$ cat src/rtl/bcd_counter_n.sv
// N-digit packed-BCD up/down counter with clear, parallel load, and wrap/saturate boundary mode.
// Terminal-count decodes are combinational; the wrap pulse is registered alongside the count.
module bcd_counter_n #(
    parameter int DIGITS      = 4,
    parameter bit SAT_DEFAULT = 1'b0
) (
    input  logic                  clk_10Hz,
    input  logic                  reset_n,
    input  logic                  clr,
    input  logic                  load,
    input  logic [4*DIGITS-1:0]   load_val,
    input  logic                  en,
    input  logic                  up,
    input  logic                  sat,
    output logic [4*DIGITS-1:0]   count,
    output logic                  wrap_pulse,
    output logic                  at_max,
    output logic                  at_min
);

    localparam int W = 4 * DIGITS;

    // Reserved parameter: mode comes from the sat input at runtime.
    logic sat_default_unused;
    assign sat_default_unused = SAT_DEFAULT;

    function automatic logic [3:0] clamp_bcd(input logic [3:0] nib);
        return (nib > 4'd9) ? 4'd9 : nib;
    endfunction

    logic [W-1:0] count_q;
    logic [W-1:0] count_d;
    logic         wrap_q;
    logic         wrap_d;

    wire  [W-1:0]    step_val;
    wire  [W-1:0]    load_clamped;
    wire  [DIGITS:0] lo9;
    wire  [DIGITS:0] lo0;

    assign lo9[0] = 1'b1;
    assign lo0[0] = 1'b1;

    // lo9[i]/lo0[i]: every digit below i is 9 / 0, i.e. carry or borrow into digit i.
    for (genvar i = 0; i < DIGITS; i++) begin : g_digit
        wire [3:0] dig  = count_q[4*i +: 4];
        wire [3:0] inc  = (dig == 4'd9) ? 4'd0 : dig + 4'd1;
        wire [3:0] dec  = (dig == 4'd0) ? 4'd9 : dig - 4'd1;
        wire       step = up ? lo9[i] : lo0[i];

        assign lo9[i+1]              = lo9[i] & (dig == 4'd9);
        assign lo0[i+1]              = lo0[i] & (dig == 4'd0);
        assign step_val[4*i +: 4]     = step ? (up ? inc : dec) : dig;
        assign load_clamped[4*i +: 4] = clamp_bcd(load_val[4*i +: 4]);
    end

    wire boundary = up ? lo9[DIGITS] : lo0[DIGITS];

    always_comb begin
        count_d = count_q;
        wrap_d  = 1'b0;
        if (clr) begin
            count_d = '0;
        end else if (load) begin
            count_d = load_clamped;
        end else if (en) begin
            if (!(boundary && sat)) begin
                count_d = step_val;
                wrap_d  = boundary;
            end
        end
    end

    always_ff @(posedge clk_10Hz or negedge reset_n) begin
        if (!reset_n) begin
            count_q <= '0;
            wrap_q  <= 1'b0;
        end else begin
            count_q <= count_d;
            wrap_q  <= wrap_d;
        end
    end

    assign count      = count_q;
    assign wrap_pulse = wrap_q;
    assign at_max     = lo9[DIGITS];
    assign at_min     = lo0[DIGITS];

endmodule

$ cat config.mk
export PLATFORM = sky130hd
export DESIGN_NAME = bcd_counter_n
export DESIGN_NICKNAME = d
export VERILOG_FILES = /design/src/rtl/bcd_counter_n.sv
export SDC_FILE = /design/constraint.sdc
export NUM_CORES = 1
export LEC_CHECK = 0
export ABC_CLOCK_PERIOD_IN_PS = 5900
export CORE_MARGIN = 4
export CORE_UTILIZATION = 54
export CTS_CLUSTER_SIZE = 28
export DETAILED_ROUTE_END_ITERATION = 10
export GPL_ROUTABILITY_DRIVEN = 0
export PLACE_DENSITY_LB_ADDON = 0.15
export SLEW_MARGIN = 10
export SYNTH_ARGS = -nofsm -noshare
export SYNTH_HDL_FRONTEND = slang
export SYNTH_SLANG_ARGS = --single-unit
$ cat constraint.sdc
create_clock -name clk_10Hz -period 5.9 [get_ports clk_10Hz]
set_input_delay 1.18 -clock clk_10Hz [delete_from_list [all_inputs] [get_ports clk_10Hz]]
set_output_delay 1.18 -clock clk_10Hz [all_outputs]
set_load 0.03 [all_outputs]
# Word level (Yosys, flattened, before mapping)
# Index checks and enable logic that the tools add are counted.
dict set report op_classes {
  order_cmp 4
  muxes 31
  n_addsub 8
  n_reduce_logical 13
  n_bitwise 6
  n_eq_ne 5
}
# op n
set op_table {}
lappend op_table {{$mux W4} 19}
lappend op_table {{$mux W16} 4}
lappend op_table {{$add A4 B1 Y4 const B} 4}
lappend op_table {{$eq A4 B4 Y1 const B} 4}
lappend op_table {{$gt A4 B4 Y1 const B} 4}
lappend op_table {{$logic_not A4 Y1} 4}
lappend op_table {{$sub A4 B1 Y4 const B} 4}
lappend op_table {{$reduce_bool A3 Y1} 4}
lappend op_table {{$reduce_and A3 Y1} 3}
lappend op_table {{$mux W1} 8}
lappend op_table {{$and A1 B1 Y1} 6}
lappend op_table {{$ne A3 B3 Y1 const B} 1}
lappend op_table {{$reduce_and A2 Y1} 1}
lappend op_table {{$logic_and A1 B1 Y1} 1}
dict set report word_totals {
  elab_cells 72
  in_bits 23
  out_inout_bits 19
  regBits 17
}

# Logic depth before layout (Yosys ltp)
# Gate-level depths: netlist of the first run.
dict set report logic_depth {
  ltp_word 10
  mapped_depth 7
  mapped_depth_nobuf 7
}

# Worst setup path after synthesis of the first run
# OpenSTA, ideal clock, no wires.
dict set report synth_path {
  path_type {reg-to-output}
  startpoint {register count_q[9], in the netlist count[9]}
  endpoint {output at_min}
  path_buffers 0
  arrival_ns 2.269
  t_required_ns 4.720
  slack_ns 2.451
  path_stages_with_launch 6
  path_cell_list {dfrtp_1 inv_1 ha_1 nor3b_1 nand3_1 nor4b_1}
}
dict set report synth_via {
  elab_chain_cells 3
}
# item line_no
set synth_lines {}
lappend synth_lines {{from (decl)} 31} ;# logic [W-1:0] count_q;
lappend synth_lines {{from (signal assigned)} 79} ;# count_q <= count_d;
lappend synth_lines {{$logic_not A4 Y1} 52} ;# assign lo0[i+1] = lo0[i] & (dig == 4'd0);
lappend synth_lines {{$and A1 B1 Y1 (2 in series)} 52}
lappend synth_lines {{to (decl)} 18} ;# output logic at_min
# Every way passes these cells.

# Worst setup path in the final report of the first run
dict set report layout_path {
  startpoint {register count_q[12], in the netlist count[12]}
  endpoint {output at_min}
}
dict set report layout_via {
  elab_chain_cells 2
}
# item line_no
set layout_lines {}
lappend layout_lines {{$logic_not A4 Y1} 52}
lappend layout_lines {{$and A1 B1 Y1} 52}
# Every way passes these cells.

==> out/results.txt, run 1 <==
#FFs+latches synth: 17
Hold EP: count[9]
first-pass GRT wire length: 7645 µm
skew final: 0.008847 ns
reg2reg setup slack: 3.41 ns
IO Count: 42
Max Fclk: 0.2578 GHz
Setup Viol. Count Final: 0
die width: 65.52 µm
Critical Path RT: 4.72 ns
critical path endpoint category: primary output
RSZ-0062 raised after global routing: no
multiplexer area fraction after synthesis: 11.83%
Site Rows: 20
hold wc startpoint: count[9]
H-tree lvl count: 1
final WL: 4343 µm
FF-to-FF Start: count[4]
initial DRC count: 149
Syn-to-layout area delta: 20.59%
Compound-Gate Fraction of Synth Area: 26.47%
hold buffer count at cts: 0
worst reg2reg endpoint: count[9]
antenna-violating nets left: 0
Worst Reg-to-Reg Cells: 5
Die ar.: 0.004293 mm²
Resized cells post-CTS: 0
CP max FO: 15
Worst Max-Slew Pin Slew: 0.8206 ns
asr flop ratio synth: 100.0%
Initial Util: 57.58%
fill count: 283
peak supply drop: 138.2 µV
Slew Limit Fails: 0
Final Hold Viols: 0
Hold Crit Class: flop to flop
Worst-Skew Late Latency: 0.30 ns
Worst Path Buf+Inv: 1
Syn Area/Cell: 8.388 µm²
DPL Wire Length: 2998 µm
Diodes inserted: 0
Post-CTS Setup Repair Bufs: 0
Vias/cell: 6.084
Post-Synth XOR/XNOR Area: 2.451%
total global routing overflow: 0
largest net degree at the start of global routing: 36
Root Driver: clkbuf_4
PD cells: 203.5 mW/mm²
crit-path cells: nor4_1 > nand3_1 > nor4b_1 > clkdlybuf4s50_1
routed length per instance: 15.24 µm
Util after Layout: 69.44%
max_slew headroom: 45.12%
Synth Area in Simple Gates: 23.25%
Port Buf Inserts: 41
Post-synth EDFFs: 0
gr usage total: 21.97%
Synth Net Count: 239
Num CTS Buffers: 3
vias in the first global route: 1656
clock sink total: 17
Final #Nets: 268
Adder-Cell Fraction of Synth Area: 2.101%
Mapped Area: 0.001787 mm²
Startpoint Class: flop
Clk pin slew, worst setup/hold paths: 0.11 ns
Longest Clk Path Bufs: 2
Setup TNS Final: 0 ns
Chip Height: 65.52 µm
initial antenna violation count: 0
DR vias: 1734
Top Family by Delay on Critical Path: simple AND/OR/NAND/NOR gates
Synth warnings: 0
Arr. time, crit path: 2.70 ns
DRC viols: 0
drt pass-1 iters: 4
CTS tree: yes
post-synthesis sequential area ratio: 23.81%
main combinational cell family by area after synthesis: compound AO/OA/AOI/OAI gates
Final period util: 65.75%
count of different cell masters after synthesis: 53
Crit-path slowest cell: clkdlybuf4s50_1
kind of critical path: flop to primary output
minimum clock period: 3.879 ns
crit-path max cell delay: 0.73 ns
max-cap check violation count: 0
Post-synth top flop: dfrtp_1
status: finished clean
Cells after Synth: 213
core area: 0.003103 mm²
share of cells above drive strength 1: 8.299%
Leak: 0.8018 nW
hold path depth: 1
-- flip-flops by register name (all words and copies together) (netlist names) --
register    flops
count          16
wrap_pulse      1
-- worst register-to-register path, delay by kind of cell, from the launching register on --
kind               cells  cell delay, ns
and+or+nand+nor        2            0.82
AOI/OAI and AO/OA      2            0.65
DFF                    1            0.57
muxes                  1            0.34
-- how the worst max path moves through the flow --
| stage | cells after the start | from | endpoint |
|---|---|---|---|
| after global routing | 4 | count[4] | at_min |
| after global placement | 7 | up | count[11] |
| after floorplan | 5 | count[9] | at_min |
| after detailed placement | 6 | count[9] | at_max |
| final | 4 | count[12] | at_min |
| after CTS | 6 | count[9] | at_max |
-- power breakdown --
part | total [mW] | internal [mW] | switching [mW] | leakage, nW
registers | 0.171 | 0.130 | 0.0410 | 0.222
logic | 0.202 | 0.0977 | 0.104 | 0.565
clock network | 0.0655 | 0.0264 | 0.0391 | 0.0150
-- per-stage QoR --
stage / worst slack [ns] / std cells / instance area, µm² / total power [mW] / hold WS, ns
6_report: 2.021 / 285 / 2155 / 0.4384 / 0.6873
5_1_grt: 1.853 / 285 / 2155 / 0.4674 / 0.7130
4_1_cts: 2.043 / 285 / 2155 / 0.4378 / 0.6833
3_5_place_dp: 2.378 / 281 / 2128 / 0.3729 / 0.6499
3_3_place_gp: 2.377 / 281 / 2128 / 0.3709 / 0.6237
2_1_floorplan: 2.451 / 213 / 1787 / 0.3113 / 0.7923
-- layout make-up --
class	instances	area [µm²]	share of cell area, %
Clock buffer	4	26.28	1.220
Inverter	13	48.80	2.265
Multi-Input combinational cell	165	1181	54.82
Sequential cell	17	425.4	19.74
Tap cell	44	55.05	2.555
Timing Repair Buffer	42	417.9	19.40
-- synth_stat cells (5+ instances only) --
library cell   n  area, µm²
nand2_1       18      67.56
dfrtp_1       17      425.4
a21oi_1       16      80.08
nor2_1        14      52.55
o21ai_0       13      65.06
inv_1         12      45.04
clkbuf_1      10      37.54
nand3_1        9      45.04
mux2_4         7      105.1
nor3_1         6      30.03
mux2i_1        5      50.05
o211ai_1       5      37.54
xnor2_1        5      43.79
-- per-layer routing --
layer,track usage [%],vias to the layer above,part of all wire [%]
li1,-,850,-
met1,30.20,824,46
met2,35.02,58,46
met3,5.299,2,6.6
met4,4.404,0,0.48
met5,0,-,0
-- cell usage in the layout, fill, tap and decap left out, types with 4 or more instances in the layout --
cell and instances:
clkdlybuf4s50_1 41, nand2_1 18, dfrtp_1 17, a21oi_1 16
nor2_1 14, o21ai_0 13, inv_1 12, nand3_1 9
mux2_4 7, nor3_1 6, mux2i_1 5, o211ai_1 5
xnor2_1 5, nor4_1 4, mux2_1 4, and3_1 4
nand2b_1 4
-- cell families (layout without fill, tap and decap cells) --
group                    Yosys count  in the layout
AND/OR/NAND/NOR                   76             76
multiplexers                      17             17
buffers and inverters             31             59
adder cells (fa/ha/maj)            3              3
AO/OA/AOI/OAI                     64             64
flip-flops                        17             17
XOR/XNOR                           5              5
Power figures use the tool's default switching activity.
==> run 2, diff against run 1 <==
--- a/config.mk
+++ b/config.mk
@@ -5,9 +5,9 @@
 export SDC_FILE = /design/constraint.sdc
 export NUM_CORES = 1
 export LEC_CHECK = 0
-export ABC_CLOCK_PERIOD_IN_PS = 5900
+export ABC_CLOCK_PERIOD_IN_PS = 3800
 export CORE_MARGIN = 4
-export CORE_UTILIZATION = 54
+export CORE_UTILIZATION = 50
 export CTS_CLUSTER_SIZE = 28
 export DETAILED_ROUTE_END_ITERATION = 10
 export GPL_ROUTABILITY_DRIVEN = 0
==> constraint.sdc (replaced) <==
create_clock -name clk_10Hz -period 3.8 [get_ports clk_10Hz]
set_input_delay 0.76 -clock clk_10Hz [delete_from_list [all_inputs] [get_ports clk_10Hz]]
set_output_delay 0.76 -clock clk_10Hz [all_outputs]
set_load 0.03 [all_outputs]
==> out/results.txt, run 2 (synthesis gave the netlist of run 1 again) <==
peak supply drop: 200.7 µV (+45%)
CTS tree: yes
Final period util: 90.20%
Initial Util: 52.71% (-4.9 points)
status: finished clean
core area: 0.003390 mm² (+9.2%)
M1 GR Usage: 27.39% (-2.8 points)
H-tree lvl count: 1 (unchanged)
Final Hold Viols: 0 (unchanged)
commonest non-fill, non-tap cells in the layout: 41 x clkdlybuf4s50_1, 18 x nand2_1, 17 x dfrtp_1, 16 x a21oi_1, 14 x nor2_1
kind of critical path: flop to primary output
first-pass GRT wire length: 7079 µm (-7.4%)
max-cap check violation count: 0 (unchanged)
RSZ-0062 raised after global routing: no
Overall Power: 0.6833 mW (+56%)
vias in the first global route: 1505 (-9.1%)
Resized cells post-CTS: 0 (unchanged)
skew final: 0.002844 ns (-0.006003 ns)
met2 Use GR: 32.08% (-2.9 points)
Worst-Skew Late Latency: 0.30 ns (about the same)
DRC viols: 0 (unchanged)
final WL: 4345 µm (about the same)
antenna-violating nets left: 0 (unchanged)
Syn-to-layout area delta: 22.41%
total global routing overflow: 0 (unchanged)
IO Count: 42 (unchanged)
Port Buf Inserts: 41 (unchanged)
pre-CTS WS: 0.7127 ns (-1.666 ns)
Comb power frac: 46.6% (+0.5 points)
Num CTS Buffers: 3 (unchanged)
Hold Crit Class: flop to flop
DR vias: 1765 (+1.8%)
PD cells: 312.4 mW/mm² (+54%)
Switching Share: 41.77% (-0.31 points)
Diodes inserted: 0 (unchanged)
Leak: 0.8215 nW (+2.5%)
Psw: 0.2854 mW (+55%)
die width: 67.78 µm (+3.4%)
largest net degree at the start of global routing: 35 (-2.8%)
Root Driver: clkbuf_4
Vias/cell: 6.065 (-0.31%)
Post-CTS Setup Repair Bufs: 0 (unchanged)
gr usage total: 19.86% (-2.1 points)
Startpoint Class: flop
share of cells above drive strength 1: 9.796% (+1.5 points)
Longest Clk Path Bufs: 2 (unchanged)
Setup WS post-layout: 0.3725 ns (-1.648 ns)
minimum clock period: 3.427 ns
global route hottest layer: met2
Final #Nets: 272 (+1.5%)
max FFs per register: 16 (unchanged)
clock sink total: 17 (unchanged)
Worst Max-Slew Pin Slew: 0.8584 ns (+0.03779 ns)
Site Rows: 21 (+5.0%)
CP max FO: 7 (-8)
max_slew headroom: 42.60% (-2.5 points)
critical path endpoint category: primary output
Setup Viol. Count Final: 0 (unchanged)
most common cell after layout, fill and taps aside: clkdlybuf4s50_1
Seq pwr share: 38.2% (-0.8 points)
WHS: 0.7000 ns (+0.01273 ns)
GR Util met3: 3.827% (-1.5 points)
Critical Path RT: 3.04 ns (-1.68 ns)
DPL Wire Length: 3095 µm (+3.2%)
Setup TNS Final: 0 ns (unchanged)
initial antenna violation count: 0 (unchanged)
internal power: 0.3979 mW (+57%)
routed length per instance: 14.93 µm (-2.0%)
Arr. time, crit path: 2.67 ns (-0.03 ns)
Die ar.: 0.004594 mm² (+7.0%)
drt pass-1 iters: 4 (unchanged)
Max Fclk: 0.2918 GHz
Chip Height: 67.78 µm (+3.4%)
Slew Limit Fails: 0 (unchanged)
Clk pin slew, worst setup/hold paths: 0.10 ns (about the same)
initial DRC count: 181 (+21%)
power share of the clock group: 15.2% (+0.3 points)
hold buffer count at cts: 0 (unchanged)
## run 2: power groups by stage
| stage | combinational (mW) | sequential, mW | clock [mW] |
|---|---|---|---|
| 6_report | 0.318 | 0.261 | 0.104 |
| 2_1_floorplan | 0.208 | 0.275 | 0 |
| 3_3_place_gp | 0.316 | 0.263 | 0 |
| 5_1_grt | 0.348 | 0.269 | 0.115 |
| 3_5_place_dp | 0.318 | 0.263 | 0 |
| 4_1_cts | 0.319 | 0.260 | 0.108 |
## run 2: worst max-delay path, cell delays in order, from the launching register on
cell and delay [ns]:
dfrtp_1 0.47, inv_1 0.11, ha_1 0.18, nand3b_1 0.13
or4_4 0.51, nor3_1 0.25, clkdlybuf4s50_1 0.73
## run 2: per-stage QoR
step,instances,utilization [%],cell area [µm²]
2_1_floorplan,213,-,1787
3_3_place_gp,287,63.75,2161
3_5_place_dp,287,63.75,2161
4_1_cts,291,64.53,2187
5_1_grt,291,64.53,2187
6_report,291,64.53,2187
## run 2: area by class of cell
type                       instances  area [µm²]
fill                             297        1202
tap                               46       57.56
timing repair buffer              46       447.9
clock buffer                       4       26.28
multi-input combinational        165        1181
sequential                        17       425.4
inverter                          13       48.80
## run 2: worst paths after layout
| path | cells after the start | slack (ns) | start | to |
|---|---|---|---|---|
| worst max-delay path | 6 | 0.37 | count[9] | at_max |
| worst min-delay path | 1 | 0.70 | count[9] | count[9] |
| worst max register to register | 7 | 1.35 | count[8] | count[9] |
| worst min register to register | 1 | 0.70 | count[9] | count[9] |
| max in group asynchronous | 1 | 2.34 | reset_n | count[3] |
| min in group asynchronous | 1 | 0.94 | reset_n | count[14] |
## run 2: routing by layer
metal	vias up	routed length (µm)
met1	838	2021
li1	852	-
met2	70	1980
met4	0	38
met5	-	0
met3	5	304
